[config.mk]
export PLATFORM = sky130hd
export DESIGN_NAME = instr_fetch_unit
export DESIGN_NICKNAME = d
export VERILOG_FILES = /design/src/rtl/instr_fetch_unit.sv
export SDC_FILE = /design/constraint.sdc
export NUM_CORES = 1
export LEC_CHECK = 0
export CAP_MARGIN = 15
export CORE_MARGIN = 2
export CORE_UTILIZATION = 56
export CTS_BUF_LIST = sky130_fd_sc_hd__clkbuf_2
export DETAILED_ROUTE_END_ITERATION = 12
export PLACE_DENSITY = 0.79
export SKIP_LAST_GASP = 1
export SYNTH_ARGS = -nofsm -noshare
export SYNTH_HDL_FRONTEND = slang
export SYNTH_SLANG_ARGS = --single-unit
[constraint.sdc]
create_clock -name clk -period 3.15 [get_ports clk]
set_input_delay 0.63 -clock clk [delete_from_list [all_inputs] [get_ports clk]]
set_output_delay 0.63 -clock clk [all_outputs]
set_load 0.01 [all_outputs]
[src/rtl/instr_fetch_unit.sv]
// Instruction fetch: PC generation, zero-latency imem read and a
// prefetch FIFO toward decode, flushed and restarted on redirect.
module instr_fetch_unit #(
  parameter int ADDR_W = 8,
  parameter int DEPTH = 4,
  parameter logic [ADDR_W+1:0] RESET_PC = '0
) (
  input  logic                    clk,
  input  logic                    rst,
  output logic [ADDR_W-1:0]       imem_addr,
  input  logic [31:0]             imem_rdata,
  input  logic                    redirect_valid,
  input  logic [ADDR_W+1:0]       redirect_pc,
  output logic                    instr_valid,
  input  logic                    instr_ready,
  output logic [31:0]             instr,
  output logic [ADDR_W+1:0]       instr_pc,
  output logic [$clog2(DEPTH):0]  fifo_level
);

  localparam int PW = ADDR_W + 2;
  localparam int PTR_W = $clog2(DEPTH);
  localparam int LVL_W = PTR_W + 1;
  localparam logic [LVL_W-1:0] FULL = LVL_W'(DEPTH);

  typedef struct packed {
    logic [31:0]   word;
    logic [PW-1:0] pc;
  } entry_t;

  logic [PW-1:0]    fetch_pc_q;
  logic [PW-1:0]    fetch_pc_d;
  logic [PTR_W-1:0] rd_ptr_q;
  logic [PTR_W-1:0] rd_ptr_d;
  logic [PTR_W-1:0] wr_ptr_q;
  logic [PTR_W-1:0] wr_ptr_d;
  logic [LVL_W-1:0] level_q;
  logic [LVL_W-1:0] level_d;
  entry_t           fifo_q [DEPTH];
  entry_t           wr_entry_d;
  entry_t           head;
  logic             pop;
  logic             push;

  always_comb begin
    pop  = instr_valid & instr_ready;
    push = ~redirect_valid & ((level_q != FULL) | pop);
  end

  always_comb begin
    fetch_pc_d = fetch_pc_q;
    rd_ptr_d   = rd_ptr_q;
    wr_ptr_d   = wr_ptr_q;
    level_d    = level_q;
    wr_entry_d = '{word: imem_rdata, pc: fetch_pc_q};
    if (redirect_valid) begin
      // Flush wins over any pop; the head stays visible this cycle only.
      fetch_pc_d = {redirect_pc[PW-1:2], 2'b00};
      rd_ptr_d   = '0;
      wr_ptr_d   = '0;
      level_d    = '0;
    end else begin
      if (push) begin
        wr_ptr_d   = wr_ptr_q + PTR_W'(1);
        fetch_pc_d = fetch_pc_q + PW'(4);
      end
      if (pop) begin
        rd_ptr_d = rd_ptr_q + PTR_W'(1);
      end
      unique case ({push, pop})
        2'b10:   level_d = level_q + LVL_W'(1);
        2'b01:   level_d = level_q - LVL_W'(1);
        default: level_d = level_q;
      endcase
    end
  end

  always_ff @(posedge clk or negedge rst) begin
    if (!rst) begin
      fetch_pc_q <= RESET_PC;
      rd_ptr_q   <= '0;
      wr_ptr_q   <= '0;
      level_q    <= '0;
    end else begin
      fetch_pc_q <= fetch_pc_d;
      rd_ptr_q   <= rd_ptr_d;
      wr_ptr_q   <= wr_ptr_d;
      level_q    <= level_d;
    end
  end

  // Storage needs no reset: level_q gates every read.
  always_ff @(posedge clk) begin
    if (push) begin
      fifo_q[wr_ptr_q] <= wr_entry_d;
    end
  end

  always_comb begin
    head        = fifo_q[rd_ptr_q];
    instr_valid = (level_q != '0);
    instr       = instr_valid ? head.word : '0;
    instr_pc    = instr_valid ? head.pc : '0;
    fifo_level  = level_q;
    imem_addr   = fetch_pc_q[PW-1:2];
  end

endmodule
==> out/metrics.csv, run 1 <==
stage;metric;value;unit
routing;vias_per_cell;5.597;
floorplanning;fp.dieH;115.7;um
clock_network;clk_pin_slew_worst_paths;240;ps
floorplanning;floorplan.die_area;0.01339;mm^2
layout;finalNetCount;518;
placement;dp_hpwl;7.361;mm
critical_path;crit_chain;buf_12 > mux4_2 > and2_1 > clkdlybuf4s50_1;
floorplanning;row_count;40;
layout;fin_area;0.008426;mm^2
synthesis;synth_top_area_share;68.76;%
sta;worst_pin_slew;1106;ps
floorplanning;boundaryPins;100;
critical_path;crit_buf_inv;2;
routing;drc;0;
critical_path;startpoint_type;register;
synthesis;synthCells;356;
routing;vias;3621;
placement;placed_cells;608;
sta;hold_viol;0;
clock_network;cts_hold_buf;0;
outcome;violations;setup timing;
placement;gp_congestion;0.7450;
synthesis;seq_area_frac_synth;74.13;%
sta;grt_setup_unrepaired;yes;
synthesis;synth_area_per_cell;19.63;um^2
grt;grt.overflow.total;0;
sta;relSlewSlack;26.28;%
critical_path;worstSetupEndpointType;output pin;
placement;place_ws;256.4;ps
clock_network;insertion_delay;720;ps
layout;final_common_cell;edfxtp_1;
placement;place_area;0.008130;mm^2
synthesis;netlist_area;0.006988;mm^2
floorplanning;initial_core_util;57.70;%
synthesis;synthTopCellsByArea;edfxtp_1, mux4_2, dfrtp_1, and2_1, ha_1;
power_and_ir_drop;vdd_drop_max;0.4733;mV
sta;setup_ws;-97.87;ps
layout;post_layout_nonfiller_instances;647;
routing;drt-wirelength-per-cell;19.60;um
synthesis;yosysTopAreaCell;edfxtp_1;
clock_network;root_buffer;clkbuf_2;
outcome;run_status;finished, violations left;
grt;grt_start_max_net_pins;42;
critical_path;critPathKind;reg -> out;
floorplanning;coreArea;0.01211;mm^2
routing;wl;12.68;mm
sta;slew_viol_final;0;
routing;route.antenna.remaining_nets;0;
synthesis;ys_types;38;
grt;antenna_found_initial;0;
clock_network;clock_sinks;175;
critical_path;cp_max_fo;15;
critical_path;crit_arrival;2620;ps
layout;n_antenna_cell;0;
routing;drtPass1Iterations;4;
sta;whs;288.1;ps
layout;utilization;69.57;%
synthesis;yosys_warnings;0;
grt;track_usage;20.00;%
critical_path;critical-path-max-stage-delay;540;ps
synthesis;ys.flop_type;edfxtp_1;
floorplanning;die_width;115.7;um
layout;area_delta_synth_final;20.57;%
sta;fin_worst_skew;26.53;ps
worst_hold_path;hold_class;in -> async;
flow_run;drv_cap;0;
sta;clock.fmax;307.9;MHz
grt;grt_pass1_wl;19.54;mm
critical_path;crit_slowest_cell;dfrtp_4;
grt;grt_pass1_vias;3756;
clock_network;htreeDepth;4;
placement;portBuffers;95;
sta;fin_crit;3248;ps
routing;drt_iter0_markers;224;
synthesis;synth-seq-cells;175;
critical_path;crit_family;buffers and inverters;
layout;layout_common_cells;edfxtp_1, clkdlybuf4s50_1, mux4_2, and2_1, clkbuf_2;
power_and_ir_drop;powerDensity;696.1;mW/mm^2
synthesis;synth-edff-count;160;
sta;fin_crit_sh;103.1;%
sta;finalSetupViolCount;29;
power_and_ir_drop;power_leakage;0.002813;uW
clock_network;cts_buffers;17;
layout;drive_gt1_share;19.62;%
critical_path;required;2520;ps
clock_network;cts_tree;done;
clock_network;cts_buffer_depth;2;
synthesis;async_flop_share;8.571;%
[cell usage after synthesis, types with 4 or more instances]
cell	n
nand3_1	8
mux4_2	40
and2_1	44
dfrtp_1	15
clkbuf_1	6
edfxtp_1	160
ha_1	5
nor2_1	12
nand2_1	7
buf_2	5
or4_1	4
buf_6	5
[kinds of logic (layout without fill, tap and decap cells)]
logic type,Yosys count,in the layout,share of synthesized area [%]
other cells,1,2,0.05366
compound gates,19,19,1.737
xor+xnor,4,4,0.5014
fa+ha+maj,6,6,1.182
buf+inv,23,145,1.969
flops,175,175,74.13
simple gates,86,86,7.251
mux,42,42,13.18
[layer usage]
| layer | wire length (um) | GRT usage (%) | vias up |
|---|---|---|---|
| met2 | 6509 | 32.87 | 106 |
| met1 | 5327 | 26.84 | 1875 |
| met5 | 0 | 0 | - |
| met3 | 683 | 4.707 | 15 |
| li1 | - | - | 1625 |
| met4 | 161 | 6.905 | 0 |
[stage by stage]
step / power, uW / TNS (ps)
floorplan: 3966 / 0
global placement: 4830 / 0
detailed placement: 4878 / 0
CTS: 5885 / -4005
global route: 6166 / -5439
finish: 5865 / -1473
[final cells by class]
class / instances / area, um^2
fillers: 789 / 3686
repair buffers: 109 / 1129
multi-input cells: 159 / 1679
well taps: 168 / 210.2
clock buffers: 22 / 110.1
clock inverters: 10 / 91.34
inverters: 4 / 15.01
flip-flops and latches: 175 / 5191
[power breakdown]
| part | internal, uW | switching (uW) |
|---|---|---|
| logic | 1090 | 837 |
| clock network | 294 | 728 |
| registers | 2780 | 131 |
[worst register-to-register path: cells and delay by family (launching register included)]
| family | cells | cell delay (ps) |
|---|---|---|
| simple gates | 3 | 1340 |
| flops | 1 | 510 |
[worst paths after layout]
kind / start / to / slack [ps] / depth (start not counted)
setup / recovery: rd_ptr_q[0] / instr[6] / -100 / 4
hold / removal: rst / fetch_pc_q[2] / 290 / 1
setup reg to reg: fifo_level[2] / fifo_q[2][37] / 910 / 3
hold reg to reg: wr_ptr_q[1] / wr_ptr_q[1] / 640 / 2
max in group asynchronous: rst / rd_ptr_q[1] / 2330 / 1
min in group clk: redirect_pc[2] / fetch_pc_q[2] / 430 / 3
[timing repair]
| action | in CTS | in global routing |
|---|---|---|
| cloned | 0 | 1 |
| endpoints found under the setup margin | 41 | 34 |
| gates resized for setup | 15 | 4 |
| setup buffers | 3 | 3 |
[sequential cells by signal, indices dropped and copies added (netlist names)]
register and cells:
fifo_level 3, fifo_q 160, rd_ptr_q 2, wr_ptr_q 2, fetch_pc_q 8
Power figures use the tool's default switching activity.
==> run 2, diff against run 1 <==
Settings changed: TNS_END_PERCENT set to 30.
==> run 2 against run 1 <==
The flow still finishes with violations (setup timing). Sequential power is essentially flat. Largest cell class unchanged. Clock power hardly changed. Largest power group unchanged. Combinational power barely moved. Clock skew grew 0.61 ps.
==> out/metrics.csv, run 2 (synthesis gave the netlist of run 1 again) <==
stage;metric;value;unit;change
placement;placed_cells;608;;unchanged
sta;finalSetupViolCount;39;;was 29
power_and_ir_drop;power_leakage;0.002732;uW;was 0.002813 uW
grt;track_usage;19.98;%;was 20.00%
power_and_ir_drop;powerDensity;699.6;mW/mm^2;was 696.1 mW/mm^2
layout;final_common_cell;edfxtp_1;;unchanged
critical_path;crit_arrival;2610;ps;was 2620 ps
grt;grt_start_max_net_pins;42;;unchanged
layout;n_antenna_cell;0;;unchanged
sta;fin_crit;3243;ps;was 3248 ps
routing;drc;0;;unchanged
layout;largest_reg_flops;160;;unchanged
grt;use_met1;26.84;%;unchanged
layout;regMostFlops;fifo_q;;unchanged
clock_network;cts_buffer_depth;2;;unchanged
routing;vias_per_cell;5.630;;was 5.597
grt;grt_pass1_vias;3754;;was 3,756
power_and_ir_drop;p_total;5873;uW;was 5865 uW
routing;route.antenna.remaining_nets;0;;unchanged
clock_network;cts_hold_buf;0;;unchanged
routing;drt-wirelength-per-cell;19.62;um;was 19.60 um
grt;grt.overflow.total;0;;unchanged
sta;grt_setup_unrepaired;yes;;unchanged
routing;wl;12.64;mm;was 12.68 mm
grt;busiest_layer;met2;;unchanged
placement;dp_hpwl;7.361;mm;unchanged
layout;layout_common_cells;edfxtp_1, clkdlybuf4s50_1, mux4_2, and2_1, clkbuf_2;;unchanged
grt;grt_pass1_wl;19.52;mm;was 19.54 mm
clock_network;clk_pin_slew_worst_paths;240;ps;about the same
power_and_ir_drop;vdd_drop_max;0.4675;mV;was 0.4733 mV
layout;post_layout_nonfiller_instances;644;;was 647
critical_path;worstSetupEndpointType;output pin;;unchanged
critical_path;reg2reg_depth;3;;unchanged
floorplanning;die_width;115.7;um;unchanged
sta;fin_crit_sh;102.9;%;was 103.1%
critical_path;crit_slowest_cell;dfrtp_4;;unchanged
clock_network;insertion_delay;700;ps;was 720 ps
floorplanning;fp.dieH;115.7;um;unchanged
clock_network;cts_buffers;17;;unchanged
routing;drtPass1Iterations;4;;unchanged
layout;drive_gt1_share;19.12;%;was 19.62%
placement;gp_congestion;0.7450;;unchanged
grt;met2_usage;32.59;%;was 32.87%
worst_hold_path;hold_class;in -> async;;unchanged
routing;vias;3626;;was 3,621
grt;grt_use_met3;4.707;%;unchanged
sta;worst_pin_slew;1115;ps;was 1106 ps
layout;finalNetCount;515;;was 518
sta;slew_viol_final;0;;unchanged
floorplanning;coreArea;0.01211;mm^2;unchanged
grt;antenna_found_initial;0;;unchanged
critical_path;critical-path-max-stage-delay;550;ps;was 540 ps
sta;setup_ws;-92.81;ps;was -97.87 ps
critical_path;startpoint_type;register;;unchanged
sta;hold_viol;0;;unchanged
floorplanning;initial_core_util;57.70;%;unchanged
flow_run;drv_cap;0;;unchanged
layout;area_delta_synth_final;20.14;%;was 20.57%
clock_network;cts_tree;done;;unchanged
floorplanning;floorplan.die_area;0.01339;mm^2;unchanged
outcome;run_status;finished, violations left;;unchanged
floorplanning;row_count;40;;unchanged
critical_path;crit_chain;buf_12 > mux4_2 > and2_1 > clkdlybuf4s50_1;;unchanged
routing;drt_iter0_markers;217;;was 224
critical_path;cp_max_fo;15;;unchanged
outcome;violations;setup timing;;unchanged
sta;clock.fmax;308.4;MHz;was 307.9 MHz
critical_path;critPathKind;reg -> out;;unchanged
clock_network;htreeDepth;4;;unchanged
critical_path;required;2520;ps;about the same
clock_network;clock_sinks;175;;unchanged
placement;portBuffers;95;;unchanged
layout;nFillCells;787;;was 789
clock_network;root_buffer;clkbuf_2;;unchanged
sta;relSlewSlack;25.68;%;was 26.28%
sta;whs;302.6;ps;was 288.1 ps
floorplanning;boundaryPins;100;;unchanged
sta;fin_worst_skew;27.15;ps;was 26.53 ps
## run 2: cell count changes in the layout (fill, tap and decap cells not counted), sizes merged
cell	change
buf	-3
clkdlybuf4s50	+10
dlygate4sd2	-7
dlymetal6s2s	-3
## run 2: where the power goes
| group | total, uW | internal (uW) | switching (uW) | leakage [uW] |
|---|---|---|---|---|
| clock | 1020 | 294 | 724 | 0.000114 |
| sequential | 2920 | 2780 | 132 | 0.00165 |
| combinational | 1940 | 1100 | 836 | 0.000973 |
| total | 5870 | 4180 | 1690 | 0.00273 |
## run 2: final timing paths
check | start | endpoint | slack [ps]
hold / removal | rst | fetch_pc_q[2] | 300
setup reg to reg | fifo_level[2] | fifo_q[1][15] | 900
min in group clk | redirect_pc[2] | fetch_pc_q[2] | 440
max in group asynchronous | rst | rd_ptr_q[1] | 2310
hold reg to reg | wr_ptr_q[1] | wr_ptr_q[1] | 650
setup / recovery | rd_ptr_q[0] | instr[6] | -90
## run 2: cell type report
class / count / area (um^2) / share of cell area (%)
Clock inverter: 10 / 91.34 / 1.088
Sequential cell: 175 / 5191 / 61.83
Inverter: 4 / 15.01 / 0.1788
Tap cell: 168 / 210.2 / 2.504
Clock buffer: 22 / 110.1 / 1.311
Multi-Input combinational cell: 159 / 1679 / 20.00
Timing Repair Buffer: 106 / 1099 / 13.08
## run 2: worst max-delay path: cells and delay by family (launching register included)
family / cells / cell delay [ps]
flip-flops: 1 / 550
buffers and inverters: 2 / 680
multiplexers: 1 / 520
AND/OR/NAND/NOR: 1 / 190
## run 2: metrics by stage
| stage | setup slack, ps | TNS (ps) | util (%) | area (um^2) |
|---|---|---|---|---|
| global route | -227.9 | -7176 | 69.32 | 8396 |
| detailed placement | 256.4 | 0 | 67.13 | 8130 |
| global placement | 330.5 | 0 | 67.13 | 8130 |
| finish | -92.81 | -1719 | 69.32 | 8396 |
| CTS | -166.7 | -5075 | 68.97 | 8353 |
| floorplan | 775.8 | 0 | - | 6992 |
## run 2: repair_timing
item	in CTS	in global routing
pin swaps	0	0
endpoints found under the setup margin	41	41
cloned	0	1
gates resized for setup	4	3
setup buffers	2	1
## run 2: metal layers
metal	wire, um	part of all wire, %
met2	6427	51
met5	0	0
met4	128	1.0
met1	5328	42
met3	754	6.0
==> RTL change (settings of run 1) <==
Make the reset (`rst`) synchronous in one clocked block.
--- a/src/rtl/instr_fetch_unit.sv
+++ b/src/rtl/instr_fetch_unit.sv
@@ -75,7 +75,7 @@
     end
   end
 
-  always_ff @(posedge clk or negedge rst) begin
+  always_ff @(posedge clk) begin
     if (!rst) begin
       fetch_pc_q <= RESET_PC;
       rd_ptr_q   <= '0;
Check against the original RTL: differs if rst is asserted again (counterexample within 4 cycles, from zero or initial values and one cycle with rst low); with rst held inactive, the same outputs for 4 cycles.
==> RTL change against run 1 <==
Critical path depth is 1 higher. Final area is 0.92% higher. Routed wire length is 3.3% higher. Synthesized area is 0.57% higher. Synthesized cell count is 4.2% higher. Register-to-register slack better by 0.22 ns. Sequential cell count is 2 higher. Final cell count is 2.9% higher. Worst setup slack better by 0.28 ns. Critical endpoint is now instr[10].
Power is not compared: it rests on default switching activity, and its combinational part moved more than twofold at a synthesized area within 25%.
==> RTL change: results (changes against run 1) <==
* Netlist cell types at 41 (+7.9%)
* H-tree Lvls at 4 (unchanged)
* Pin count of the biggest net entering global routing at 43 (+2.4%)
* Adder-Cell Fraction of Synth Area at 0.01175 (-0.00006732)
* Slowest stage delay, CP at 0.48 ns (-0.06 ns)
* Hold WS at 0.5141 ns (+0.2260 ns)
* Register area share after synthesis at 0.7321 (-0.009208)
* Met2 WL at 6.741 mm (+3.6%)
* Xor/xnor share of the synthesized area at 0.004985 (-0.00002856)
* Met3 WL at 784 µm (+15%)
* Placed cell area at 8254 µm² (+1.5%)
* Share of cells above drive strength 1 at 0.2048 (+0.008577)
* Worst Reg2Reg Path Length in Cells at 8 (+5)
* GR Util met3 at 0.04916 (+0.002092)
* Worst Min Path Start: wr_ptr_q[1]
* Crit path max fanout at 8 (-7)
* Post-Layout Cell Count at 666 (+2.9%)
* Final setup margin at 0.1796 ns (+0.2775 ns)
* Overall global routing resource usage at 0.2096 (+0.009575)
* DRT met1 WL at 5.376 mm (+0.92%)
* FF-to-FF End: fifo_level[1]
* 1st-iter DRT viols at 320 (+43%)
* RR Startpoint: fifo_level[1]
* Nets at 538 (+3.9%)
* Vias in the first global route at 4036 (+7.5%)
* Setup slack, reg-to-reg at 1.13 ns (+0.22 ns)
* Post-synthesis mux area share at 0.1282 (-0.003599)
* Status: finished, final reports clean
* Fillers at 821 (+4.1%)
* First-pass GRT wire length at 20.56 mm (+5.2%)
* Clock-pin slew on the worst setup and hold paths at 0.21 ns (-0.03 ns)
* CP endpoint: instr[10]
* Antenna diodes at 0 (unchanged)
* Met2 usage at 0.3513 (+0.02261)
* Post-DP HPWL at 8.094 mm (+10%)
* Slew HR at 0.5616 (+0.2988)
* Worst min path class: reg2reg
* Global routing usage on met1 at 0.2726 (+0.004182)
* Mapped Cells at 371 (+4.2%)
* Ys async rst share at 0 (-0.08571)
* WL per Instance at 19.66 µm (+0.31%)
* Cells after DPL at 625 (+2.8%)
* Worst Skew at 0.02768 ns (+0.001147 ns)
* Main area contributors after synthesis: edfxtp_1, mux4_2, dfxtp_1
* Compound-Gate Fraction of Synth Area at 0.02742 (+0.01005)
* WP data arrival at 2.34 ns (-0.28 ns)
* Placer congestion estimate at 0.7623 (+2.3%)
* Routed vias at 3770 (+4.1%)
* Slowest-stage cell, CP: mux4_2
* Clk_lat worst skew at 0.67 ns (-0.05 ns)
* Synth top cells by count: edfxtp_1, and2_1, mux4_2, dfxtp_1, clkbuf_1
RTL change: cell types whose count changed in the layout (fill, tap and decap cells not counted), sizes merged, moves of 3 or more:
cell           before  now
and2               44   40
and3                0    4
buf                13   22
clkdlybuf4s50      84   55
clkinv              3    8
clkinvlp            6    1
dfrtp              15    0
dfxtp               0   17
dlygate4sd2         7   35
inv                 4    9
nand3               8    5
nor2               12    7
o21ai               5    8
RTL change: cell type report:
type	instances	area, µm²	share of cell area
Tap cell	168	210.2	0.02472
Multi-Input combinational cell	163	1724	0.2028
Clock buffer	21	105.1	0.01236
Clock inverter	10	72.57	0.008534
Inverter	9	33.78	0.003973
Timing Repair Buffer	118	1199	0.1410
Sequential cell	177	5159	0.6067
RTL change: cells by family (layout without fill, tap and decap cells):
family | after synthesis | in the layout
flip-flops | 177 | 177
AO/OA/AOI/OAI | 29 | 29
AND/OR/NAND/NOR | 82 | 82
other | 1 | 2
adder cells (fa/ha/maj) | 6 | 6
multiplexers | 40 | 40
XOR/XNOR | 4 | 4
buffers and inverters | 32 | 158
RTL change: power groups by stage:
stage                     combinational, mW  clock [mW]  sequential (mW)
after floorplan                       0.168           0             2.72
final                                 0.351       0.951             2.68
after detailed placement              0.362           0             2.73
after global routing                  0.380        1.07             2.68
after global placement                0.350           0             2.73
after CTS                             0.356       0.980             2.68
RTL change: worst min-delay path: cells and delay by family, from the launching register on:
| kind | cells | cell delay [ns] |
|---|---|---|
| flops | 1 | 0.38 |
| simple gates | 1 | 0.07 |
| compound gates | 1 | 0.05 |
RTL change: repair_timing:
action / CTS / global route
endpoints found under the hold margin: 0 / 0
resized for setup: 42 / 7
buffers inserted: 10 / 0
endpoints found under the setup margin: 41 / 5
